`config.mk`:
```
export PLATFORM = sky130hd
export DESIGN_NAME = gravity_step_ctrl
export DESIGN_NICKNAME = d
export VERILOG_FILES = /design/src/rtl/polytris_pkg.sv /design/src/rtl/lock_timer.sv /design/src/rtl/gravity_step_ctrl.sv
export SDC_FILE = /design/constraint.sdc
export NUM_CORES = 1
export LEC_CHECK = 0
export CORE_MARGIN = 5
export CORE_UTILIZATION = 50
export CTS_CLUSTER_SIZE = 12
export DETAILED_ROUTE_END_ITERATION = 10
export DONT_BUFFER_PORTS = 1
export GPL_TIMING_DRIVEN = 0
export HOLD_SLACK_MARGIN = 0.15
export PLACE_DENSITY_LB_ADDON = 0.2
export SLEW_MARGIN = 20
export SYNTH_ARGS = -nofsm -noshare
export SYNTH_HDL_FRONTEND = slang
export SYNTH_HIERARCHICAL = 1
export SYNTH_SLANG_ARGS = --single-unit
```
`constraint.sdc`:
```
create_clock -name CLK -period 6.5 [get_ports CLK]
set_input_delay 1.3 -clock CLK [delete_from_list [all_inputs] [get_ports CLK]]
set_output_delay 1.3 -clock CLK [all_outputs]
set_load 0.01 [all_outputs]
```
`src/rtl/polytris_pkg.sv`:
```
// Shared definitions for the polytris piece-control blocks: FSM state
// encoding and the default timing parameters.
package polytris_pkg;

    typedef enum logic [2:0] {
        ST_IDLE = 3'd0,
        ST_FALL = 3'd1,
        ST_REQ  = 3'd2,
        ST_REST = 3'd3,
        ST_LOCK = 3'd4
    } state_e;

    // Plain constants of the same encoding for logic-typed state registers.
    localparam logic [2:0] S_IDLE = ST_IDLE;
    localparam logic [2:0] S_FALL = ST_FALL;
    localparam logic [2:0] S_REQ  = ST_REQ;
    localparam logic [2:0] S_REST = ST_REST;
    localparam logic [2:0] S_LOCK = ST_LOCK;

    localparam int DEF_LOCK_DELAY      = 24000000;
    localparam int DEF_LOCK_RESETS_MAX = 15;

endpackage

```
`src/rtl/lock_timer.sv`:
```
// Clearable up-counter that stops at LOCK_DELAY-1 and flags the terminal
// count; measures how long a resting piece has been on the stack.
module lock_timer
    import polytris_pkg::*;
#(
    parameter int LOCK_DELAY = DEF_LOCK_DELAY
) (
    input  logic CLK,
    input  logic RESET_N,
    input  logic i_clear,
    input  logic i_enable,
    output logic o_terminal
);

    localparam int              CW   = $clog2(LOCK_DELAY);
    localparam logic [CW-1:0]   TERM = CW'(LOCK_DELAY - 1);

    logic [CW-1:0] r_count;

    // Holding at the terminal value keeps the count from wrapping if the
    // controller lingers in REST for a retry on the last cycle.
    always_ff @(posedge CLK or negedge RESET_N) begin
        if (!RESET_N) begin
            r_count <= '0;
        end else if (i_clear) begin
            r_count <= '0;
        end else if (i_enable && (r_count != TERM)) begin
            r_count <= r_count + CW'(1);
        end
    end

    assign o_terminal = (r_count == TERM);

endmodule

```
`src/rtl/gravity_step_ctrl.sv`:
```
// Turns gravity ticks and hard drops into board move-down requests, runs the
// lock delay for a resting piece and emits a single lock pulse.
// Optional feature macro: LOCK_RESET_EN (piece_moved restarts the lock delay).
module gravity_step_ctrl
    import polytris_pkg::*;
#(
    parameter int LOCK_DELAY      = DEF_LOCK_DELAY,
    parameter int ROW_W           = 5,
    parameter int LOCK_RESETS_MAX = DEF_LOCK_RESETS_MAX
) (
    input  logic             CLK,
    input  logic             RESET_N,
    input  logic             piece_clk,
    input  logic             spawn,
    input  logic             hard_drop,
    input  logic             piece_moved,
    output logic             move_req,
    input  logic             move_ack,
    input  logic             move_blocked,
    output logic             lock,
    output logic             active,
    output logic [ROW_W-1:0] drop_rows
);

    logic [2:0]       r_state;
    logic             r_hd;
    logic [ROW_W-1:0] r_dropRows;
    logic             r_moveReq;
    logic             r_lock;
    logic             r_active;

    logic [2:0] w_nextState;
    logic       w_setHd;
    logic       w_timerClear;
    logic       w_incRows;
    logic       w_terminal;
    logic       w_lockReset;

`ifdef LOCK_RESET_EN
    localparam int RCW = $clog2(LOCK_RESETS_MAX + 2);

    logic [RCW-1:0] r_resetCnt;

    // A lateral move only buys time when nothing else is moving the piece down.
    assign w_lockReset = (r_state == S_REST) && piece_moved && !spawn &&
                         !piece_clk && !hard_drop &&
                         (r_resetCnt != RCW'(LOCK_RESETS_MAX));

    always_ff @(posedge CLK or negedge RESET_N) begin
        if (!RESET_N) begin
            r_resetCnt <= '0;
        end else if (spawn) begin
            r_resetCnt <= '0;
        end else if (w_lockReset) begin
            r_resetCnt <= r_resetCnt + RCW'(1);
        end
    end
`else
    logic w_unusedMoved;

    assign w_lockReset   = 1'b0;
    assign w_unusedMoved = piece_moved | (LOCK_RESETS_MAX == 0);
`endif

    lock_timer #(
        .LOCK_DELAY (LOCK_DELAY)
    ) u_lockTimer (
        .CLK        (CLK),
        .RESET_N    (RESET_N),
        .i_clear    (w_timerClear),
        .i_enable   (r_state == S_REST),
        .o_terminal (w_terminal)
    );

    // Spawn overrides everything, including a lock about to fire. A set hd
    // flag sends FALL straight back to REQ, which leaves one idle cycle
    // between an ack and the next request during a hard drop.
    always_comb begin
        w_nextState  = r_state;
        w_setHd      = 1'b0;
        w_timerClear = 1'b0;
        w_incRows    = 1'b0;
        if (spawn) begin
            w_nextState  = S_FALL;
            w_timerClear = 1'b1;
        end else begin
            case (r_state)
                S_IDLE: begin
                    w_timerClear = 1'b1;
                end
                S_FALL: begin
                    if (hard_drop) begin
                        w_setHd     = 1'b1;
                        w_nextState = S_REQ;
                    end else if (piece_clk || r_hd) begin
                        w_nextState = S_REQ;
                    end
                end
                S_REQ: begin
                    if (hard_drop) begin
                        w_setHd = 1'b1;
                    end
                    if (move_ack) begin
                        if (!move_blocked) begin
                            w_incRows   = 1'b1;
                            w_nextState = S_FALL;
                        end else if (r_hd || hard_drop) begin
                            w_nextState = S_LOCK;
                        end else begin
                            w_nextState  = S_REST;
                            w_timerClear = 1'b1;
                        end
                    end
                end
                S_REST: begin
                    if (piece_clk) begin
                        w_nextState = S_REQ;
                    end else if (hard_drop) begin
                        w_setHd     = 1'b1;
                        w_nextState = S_REQ;
                    end else if (w_lockReset) begin
                        w_timerClear = 1'b1;
                    end else if (w_terminal) begin
                        w_nextState = S_LOCK;
                    end
                end
                S_LOCK: begin
                    w_nextState = S_IDLE;
                end
                default: begin
                    w_nextState = S_IDLE;
                end
            endcase
        end
    end

    // Outputs are registered from the next state so they change together
    // with the state register.
    always_ff @(posedge CLK or negedge RESET_N) begin
        if (!RESET_N) begin
            r_state    <= S_IDLE;
            r_hd       <= 1'b0;
            r_dropRows <= '0;
            r_moveReq  <= 1'b0;
            r_lock     <= 1'b0;
            r_active   <= 1'b0;
        end else begin
            r_state   <= w_nextState;
            r_moveReq <= (w_nextState == S_REQ);
            r_lock    <= (w_nextState == S_LOCK);
            r_active  <= (w_nextState != S_IDLE);
            if (spawn || (r_state == S_IDLE)) begin
                r_hd       <= 1'b0;
                r_dropRows <= '0;
            end else begin
                if (w_setHd) begin
                    r_hd <= 1'b1;
                end
                if (w_incRows && (r_dropRows != '1)) begin
                    r_dropRows <= r_dropRows + ROW_W'(1);
                end
            end
        end
    end

    assign move_req  = r_moveReq;
    assign lock      = r_lock;
    assign active    = r_active;
    assign drop_rows = r_dropRows;

endmodule

```
# ---- Yosys cells after proc, flatten, opt, wreduce, memory -nomap -nowiden
# Index checks and enable logic that the tools add are counted.
dict set report word_totals {
  register_bits 37
  latchBits 0
  ramBits 0
  mem_bits_ro 0
  out_inout_bits 8
  word_cells 57
  mem_count 0
}
dict set report classes {
  addsub 2
  multipliers 0
  div_mod_pow 0
  n_lt_le_gt_ge 0
  n_eq_ne 8
  shifts 0
  n_mux 29
  bitwise_logic 0
  reduce_logical 11
}
# cell n
set ops {}
lappend ops {{$mux 25} 2}
lappend ops {{$mux 3} 9}
lappend ops {{$add 25x1->25 const B} 1}
lappend ops {{$eq 25x25->1 const B} 1}
lappend ops {{$ne 25x25->1 const B} 1}
lappend ops {{$mux 1} 13}
lappend ops {{$pmux 3 s4} 1}
lappend ops {{$mux 5} 2}
lappend ops {{$eq 3x2->1 const B} 3}
lappend ops {{$reduce_bool 2->1} 3}
lappend ops {{$add 5x1->5 const B} 1}
lappend ops {{$ne 5x5->1 const B} 1}
lappend ops {{$pmux 1 s2} 2}
lappend ops {{$eq 3x1->1 const B} 1}
lappend ops {{$eq 3x3->1 const B} 1}
lappend ops {{$logic_not 3->1} 1}
lappend ops {{$logic_or 1x1->1} 3}
lappend ops {{$reduce_bool 3->1} 1}
lappend ops {{$logic_and 1x1->1} 2}
lappend ops {{$reduce_or 2->1} 1}

# ---- Depth between registers and ports, before layout
# Gate-level depths: netlist of the first run.
dict set report depth {
  word_depth 7
  depth_mapped 9
}

# ---- By module
# The synthesis of the first run kept the hierarchy.
# mod n_inst cells_each area_each_um2 seq_area_each_um2
set modules_own_cells {}
lappend modules_own_cells {lock_timer 1 145 1413.9 625.6}
lappend modules_own_cells {gravity_step_ctrl 1 64 631.9 300.3}

# ---- Worst setup path after synthesis of the first run
# No wires, ideal clock.
dict set report synth_timing {
  path_type {in2reg}
  startpoint {input hard_drop}
  endpoint {register u_lockTimer.r_count[0]}
  setup_ns 0.132
  arrival_ns 2.655
  path_slack_ns 3.713
  cell_stages 6
  path_buffers 2
  path_cell_list {or3b_2 > nor4b_1 > or2_2 > buf_1 > clkbuf_1 > nor2_1}
}
dict set report synth_via {
  elab_chain_cells 7
  word_cells_on_any_way 8
  cone_classes {mux: 6; reduce/logical: 2}
}
# item line_no
set synth_lines {}
lappend synth_lines {{from (decl)} gravity_step_ctrl.sv:15} ;# input logic hard_drop,
lappend synth_lines {{$logic_or 1x1->1 *} gravity_step_ctrl.sv:107} ;# end else if (r_hd || hard_drop) begin
lappend synth_lines {{$mux 1 *} gravity_step_ctrl.sv:107}
lappend synth_lines {{$mux 1 *} gravity_step_ctrl.sv:104} ;# if (!move_blocked) begin
lappend synth_lines {{$mux 1 *} gravity_step_ctrl.sv:103} ;# if (move_ack) begin
lappend synth_lines {{$pmux 1 s2 *} gravity_step_ctrl.sv:87} ;# case (r_state)
lappend synth_lines {{$mux 1 *} gravity_step_ctrl.sv:83} ;# if (spawn) begin
lappend synth_lines {{via w_timerClear} gravity_step_ctrl.sv:34} ;# logic w_timerClear;
lappend synth_lines {{$mux 25 or $reduce_bool 2->1 (tied branches)} --}
lappend synth_lines {{to (signal assigned)} lock_timer.sv:28} ;# r_count <= r_count + CW'(1);
lappend synth_lines {{to (decl)} lock_timer.sv:18} ;# logic [CW-1:0] r_count;
# Mark *: on every way through the listed nets, which the timed path passes. The rest lies on a longest branch.
# A chain may end at the register's enable or synchronous reset.

# ---- Worst setup path after layout of the first run
dict set report layout_timing {
  startpoint {input hard_drop}
  endpoint {register u_lockTimer.r_count[19]}
}
# The elaborated chain is that of the path after synthesis.

==> impl_metrics.toml, run 1 <==
[power]
finalPower_mw = 0.436
power.leakage_nw = 0.895
power_density_nw_per_um2 = 198
peakVddDrop_v = 0.000152

[critical_path]
worst_path_max_delay_cell = "or3b_2"
end_kind = "flip-flop"
rr_endpoint = "active$_DFF_PN0_"
critPathMaxFanout = 10
startpoint_type = "input port"
slowest_delay_ns = 0.47
r2r_setup_slack_ns = 3.78
critPathArrivalTime_ns = 2.96
r2r-start = "u_lockTimer/r_count[15]$_DFFE_PN0P_"
critical_path_required_ns = 6.66
rr_worst_depth = 7
crit_chain = "or3b_2 -> nor4b_1 -> or2_2 -> buf_1 -> clkbuf_1 -> nor2_1"
critPathKind = "input port to flip-flop"

[sta]
skew_ns = 0.0109
timing.hold.ws_ns = 0.569
final.setup.worst_slack_ns = 3.71
hold_viol = 0
fmax_ghz = 0.358
timing.setup.tns_ns = 0
final.min_clock_period_ns = 2.79
period_share = 0.430
maxSlewHeadroom = 0.438
setup_viol = 0
tightest_slew_ns = 0.836
rsz0062_at_grt = "false"
slew_viol_final = 0

[cts]
post_cts_buffers = 0
clkTransAtPathRegs_ns = 0.08
clk_path_buf_depth = 2
cts_root_buffer = "clkbuf_8"
cts_resized = 0
cts_tree = "built"
worstSkewPairLatency_ns = 0.29
hold_buffers = 0
clock_sinks = 37
cts_inserted_buffers = 5
cts-htree-levels = 2

[die]
coreArea_um2 = 3970
dieArea_um2 = 5470
start_util = 0.515
row_count = 23
die_height_um = 74.0
ioPinCount = 16
die-width_um = 74.0

[detailed_routing]
drt-pass1-iter-count = 4
drc = 0
totalWireLength_um = 3970
via_per_inst = 5.87
drt_iter0_drc = 84
routedWlPerCell_um = 14.9
ant_nets = 0
vias = 1566

[global_routing]
antenna_found_initial = 0
grt_pass1_vias = 1544
grt_pass1_wl_um = 6850
grt_usage = 0.159
overflow = 0
grt_max_degree = 38

[place]
placed_area_um2 = 2110
place.detailed.hpwl_um = 2900
port_buffers = 0
place_ws_ns = 3.40
finalWeightedCongestion = 0.814
placedCellCount = 259

[cells_and_area]
final_cells = 267
drive_gt1_frac = 0.129
final_nets = 227
syn_to_final_growth_pct = 7.77
insertedDiodeCount = 0
final_cell_area_um2 = 2200
utilization = 0.555
fillers = 360

[yosys]
yosys.area_share.simple = 0.304
synth_mux_area_frac = 0.00489
synth.yosys.seq_area_share = 0.453
synth_top_family_by_area = "simple AND/OR/NAND/NOR gates"
synth_fp_nets = 220
ys_ff_latch = 37
yosysWarnings = 6
synth_xor_area_frac = 0.103
syn_avg_cell_area_um2 = 9.79
synthAdderAreaFrac = 0.0183
synth_cell_types = 44
synthFlopType = "dfrtp_1"
syn_inst = 209
netlist_area_um2 = 2050
synth-async-reset-ratio = 1.00
synth_compound_area_frac = 0.0850
synth_edf_count = 0

[flow_run]
max_cap_violations = 0

[worst_hold_path]
hold_path_depth = 2
hp-start = "u_lockTimer/r_count[24]$_DFFE_PN0P_"
hold_end = "u_lockTimer/r_count[24]$_DFFE_PN0P_"
min_path_type = "flip-flop to flip-flop"

[outcome]
status = "complete, no violations"
## synth_stat cells, drive strengths merged (3+ instances only)
library cell,count,area share
xnor2,16,0.068
and3,7,0.022
nor2,30,0.055
buf,5,0.018
a21oi,13,0.032
dfrtp,37,0.45
a21boi,3,0.013
o21ai,3,0.0073
ha,3,0.018
xor2,8,0.034
nand2,13,0.024
inv,6,0.011
nand4,11,0.041
nand3,17,0.042
nor3,6,0.027
## area by class of cell
cell class / count / area (um^2) / share of cell area
clock buffer: 6 / 82.6 / 0.0375
inverter: 6 / 22.5 / 0.0102
buffer: 7 / 43.8 / 0.0199
multi-input combinational: 159 / 1050 / 0.478
clock inverter: 2 / 13.8 / 0.00624
tap: 50 / 62.6 / 0.0284
sequential: 37 / 926 / 0.420
## power breakdown
group          switching, mW  internal [mW]  leakage, nW
clock                 0.0818         0.0859       0.0512
combinational         0.0187         0.0115        0.337
sequential           0.00357          0.235        0.507
total                  0.104          0.332        0.895
## logic make-up (layout without fill, tap and decap cells)
kind of cell,count (synthesis),after routing
and+or+nand+nor,104,104
DFF,37,37
AOI/OAI and AO/OA,27,27
xor gates and xnor gates,24,24
buffers and inverters,13,21
adders and majority gates,3,3
muxes,1,1
## sequential cells by signal, summed over array words and instances (netlist names)
| name | count |
|---|---|
| active | 1 |
| r_hd | 1 |
| lock | 1 |
| drop_rows | 5 |
| move_req | 1 |
| r_state | 3 |
| u_lockTimer/r_count | 25 |
## layout by cell type, fill, tap and decap left out, drive strengths merged, types with 6 or more instances in the layout
cell type / synthesis / final
clkbuf: 2 / 8
nand3: 17 / 17
inv: 6 / 6
xor2: 8 / 8
nor2: 30 / 30
dfrtp: 37 / 37
and3: 7 / 7
nand4: 11 / 11
nor3: 6 / 6
xnor2: 16 / 16
nand2: 13 / 13
a21oi: 13 / 13
## worst max-delay path: cells and delay by family
| kind | cells | cell delay (ns) |
|---|---|---|
| buffers and inverters | 2 | 0.70 |
| AND/OR/NAND/NOR | 4 | 0.96 |
## how the worst max path moves through the flow
stage          slack, ns  startpoint  cells past startpoint                                   to
2_1_floorplan       3.71   hard_drop                      6   u_lockTimer/r_count[0]$_DFFE_PN0P_
3_3_place_gp        3.44   hard_drop                      6   u_lockTimer/r_count[4]$_DFFE_PN0P_
3_5_place_dp        3.40   hard_drop                      6   u_lockTimer/r_count[0]$_DFFE_PN0P_
4_1_cts             3.69   hard_drop                      6  u_lockTimer/r_count[19]$_DFFE_PN0P_
5_1_grt             3.49   hard_drop                      6  u_lockTimer/r_count[18]$_DFFE_PN0P_
6_report            3.71   hard_drop                      6  u_lockTimer/r_count[19]$_DFFE_PN0P_
## routing by layer
layer | routed length [um] | share of wire | GRT usage
met5 | 0 | 0 | 0
met4 | 38 | 0.0096 | 0.0604
met3 | 169 | 0.043 | 0.0392
met2 | 1930 | 0.49 | 0.251
met1 | 1840 | 0.46 | 0.213
Power figures use the tool's default switching activity.
==> inputs of run 2 (changes only) <==
Clock period 6.5 ns to 2.9 ns, I/O delays scaled along.
==> impl_metrics.toml, run 2 (synthesis results as in run 1) <==
[detailed_routing]
vias = 1575
routedWlPerCell_um = 14.9
via_per_inst = 5.86
drt-pass1-iter-count = 4
totalWireLength_um = 4010
ant_nets = 0
drt_iter0_drc = 67
drc = 0

[cells_and_area]
final_common_cell = "dfrtp_1"
seqCellArea_um2 = 926
fillers = 357
final_cell_mix = "37 x dfrtp_1, 30 x nor2_1, 17 x nand3_1, 16 x xnor2_1"
final_cell_area_um2 = 2230
syn_to_final_growth_pct = 9.24
insertedDiodeCount = 0
drive_gt1_frac = 0.132
top_register = "u_lockTimer/r_count"
final_cells = 269
utilization = 0.563
largest_reg_flops = 25
multiInputGateArea_um2 = 1050
final_nets = 229

[place]
port_buffers = 0
place_ws_ns = 0.251
place.detailed.hpwl_um = 2900
placedCellCount = 259
placed_area_um2 = 2110
finalWeightedCongestion = 0.814

[global_routing]
overflow = 0
grt_pass1_vias = 1555
grt_usage = 0.160
antenna_found_initial = 0
grt_max_degree = 38
grt_pass1_wl_um = 6890

[cts]
clkTransAtPathRegs_ns = 0.08
worstSkewPairLatency_ns = 0.29
cts_resized = 0
clk_path_buf_depth = 2
cts_root_buffer = "clkbuf_8"
cts_tree = "built"
cts-htree-levels = 2
clock_sinks = 37
cts_inserted_buffers = 5

[sta]
skew_ns = 0.0114
final.setup.worst_slack_ns = 0.175
timing.setup.tns_ns = 0
final.min_clock_period_ns = 2.73
fmax_ghz = 0.367
period_share = 0.940
slew_viol_final = 0
hold_viol = 0
timing.hold.ws_ns = 0.476
tightest_slew_ns = 0.819
maxSlewHeadroom = 0.449
setup_viol = 0
rsz0062_at_grt = "false"

[power]
p_seq_frac = 0.538
clockPowerShare = 0.380
finalPower_mw = 0.991
intPower_mw = 0.747
peakVddDrop_v = 0.000339
swShare = 0.246
power.leakage_nw = 0.909
power_density_nw_per_um2 = 444
comb_power_share = 0.082
p_sw_mw = 0.244

[critical_path]
critPathKind = "flip-flop to flip-flop"
worst_path_max_delay_cell = "or4b_1"
end_kind = "flip-flop"
critical_path_required_ns = 3.06
critPathMaxFanout = 10
slowest_delay_ns = 0.59
path_buf_inv = 0
critPathArrivalTime_ns = 2.89
r2r_setup_slack_ns = 0.17
crit_chain = "or4b_1 -> nor4_4 -> and2_1 -> nand2_1 -> and3_1 -> a32o_2 -> or3_1"
critical_path.top_delay_family = "simple AND/OR/NAND/NOR gates"
startpoint_type = "flip-flop"

[die]
die-width_um = 74.0
coreArea_um2 = 3970
ioPinCount = 16
die_height_um = 74.0
start_util = 0.515
dieArea_um2 = 5470
row_count = 23

[flow_run]
max_cap_violations = 0

[outcome]
status = "complete, no violations"

[worst_hold_path]
min_path_type = "input port to flip-flop"
-- run 2: changes by cell type in the layout (fill, tap and decap cells not counted), sizes merged --
cell         previous run  this run
dlygate4sd3             0         1
buf                     5         6
-- run 2: layout make-up --
cell class	instances	share of cell area
Sequential cell	37	0.414
Multi-Input combinational cell	159	0.471
Tap cell	50	0.0280
Buffer	7	0.0196
Clock inverter	2	0.00616
Inverter	6	0.0101
Clock buffer	6	0.0370
Timing Repair Buffer	2	0.0134
-- run 2: final timing paths --
check | to | from | cells past startpoint
max | active$_DFF_PN0_ | u_lockTimer/r_count[15]$_DFFE_PN0P_ | 7
min | r_hd$_DFFE_PN0P_ | hard_drop | 2
max reg2reg | active$_DFF_PN0_ | u_lockTimer/r_count[15]$_DFFE_PN0P_ | 7
min reg2reg | u_lockTimer/r_count[24]$_DFFE_PN0P_ | u_lockTimer/r_count[24]$_DFFE_PN0P_ | 2
max in group asynchronous | u_lockTimer/r_count[3]$_DFFE_PN0P_ | RESET_N | 2
min in group asynchronous | u_lockTimer/r_count[21]$_DFFE_PN0P_ | RESET_N | 2
-- run 2: worst register-to-register path, cell delays in order (launching register included) --
cell and delay [ns]:
dfrtp_1 0.42, or4b_1 0.59, nor4_4 0.48, and2_1 0.27, nand2_1 0.06, and3_1 0.17, a32o_2 0.23, or3_1 0.37
-- run 2: power by group through the flow --
stage / logic (mW) / registers (mW) / clock network, mW
detailed placement: 0.0673 / 0.544 / 0
global placement: 0.0647 / 0.543 / 0
floorplan: 0.0535 / 0.542 / 0
CTS: 0.0823 / 0.534 / 0.387
finish: 0.0814 / 0.534 / 0.376
global route: 0.0922 / 0.535 / 0.411
-- run 2: layer usage --
layer,up-vias,part of all wire,track usage
met5,-,0,0
met4,0,0.0095,0.0604
met2,20,0.49,0.253
met3,5,0.036,0.0392
li1,759,-,-
met1,791,0.47,0.213
-- run 2: timing repair --
action | 4_1_cts | 5_1_grt
buffers inserted | 0 | 0
hold endpoints to repair | 37 | 0
endpoints found under the setup margin | 0 | 0
hold buffers | 2 | 0
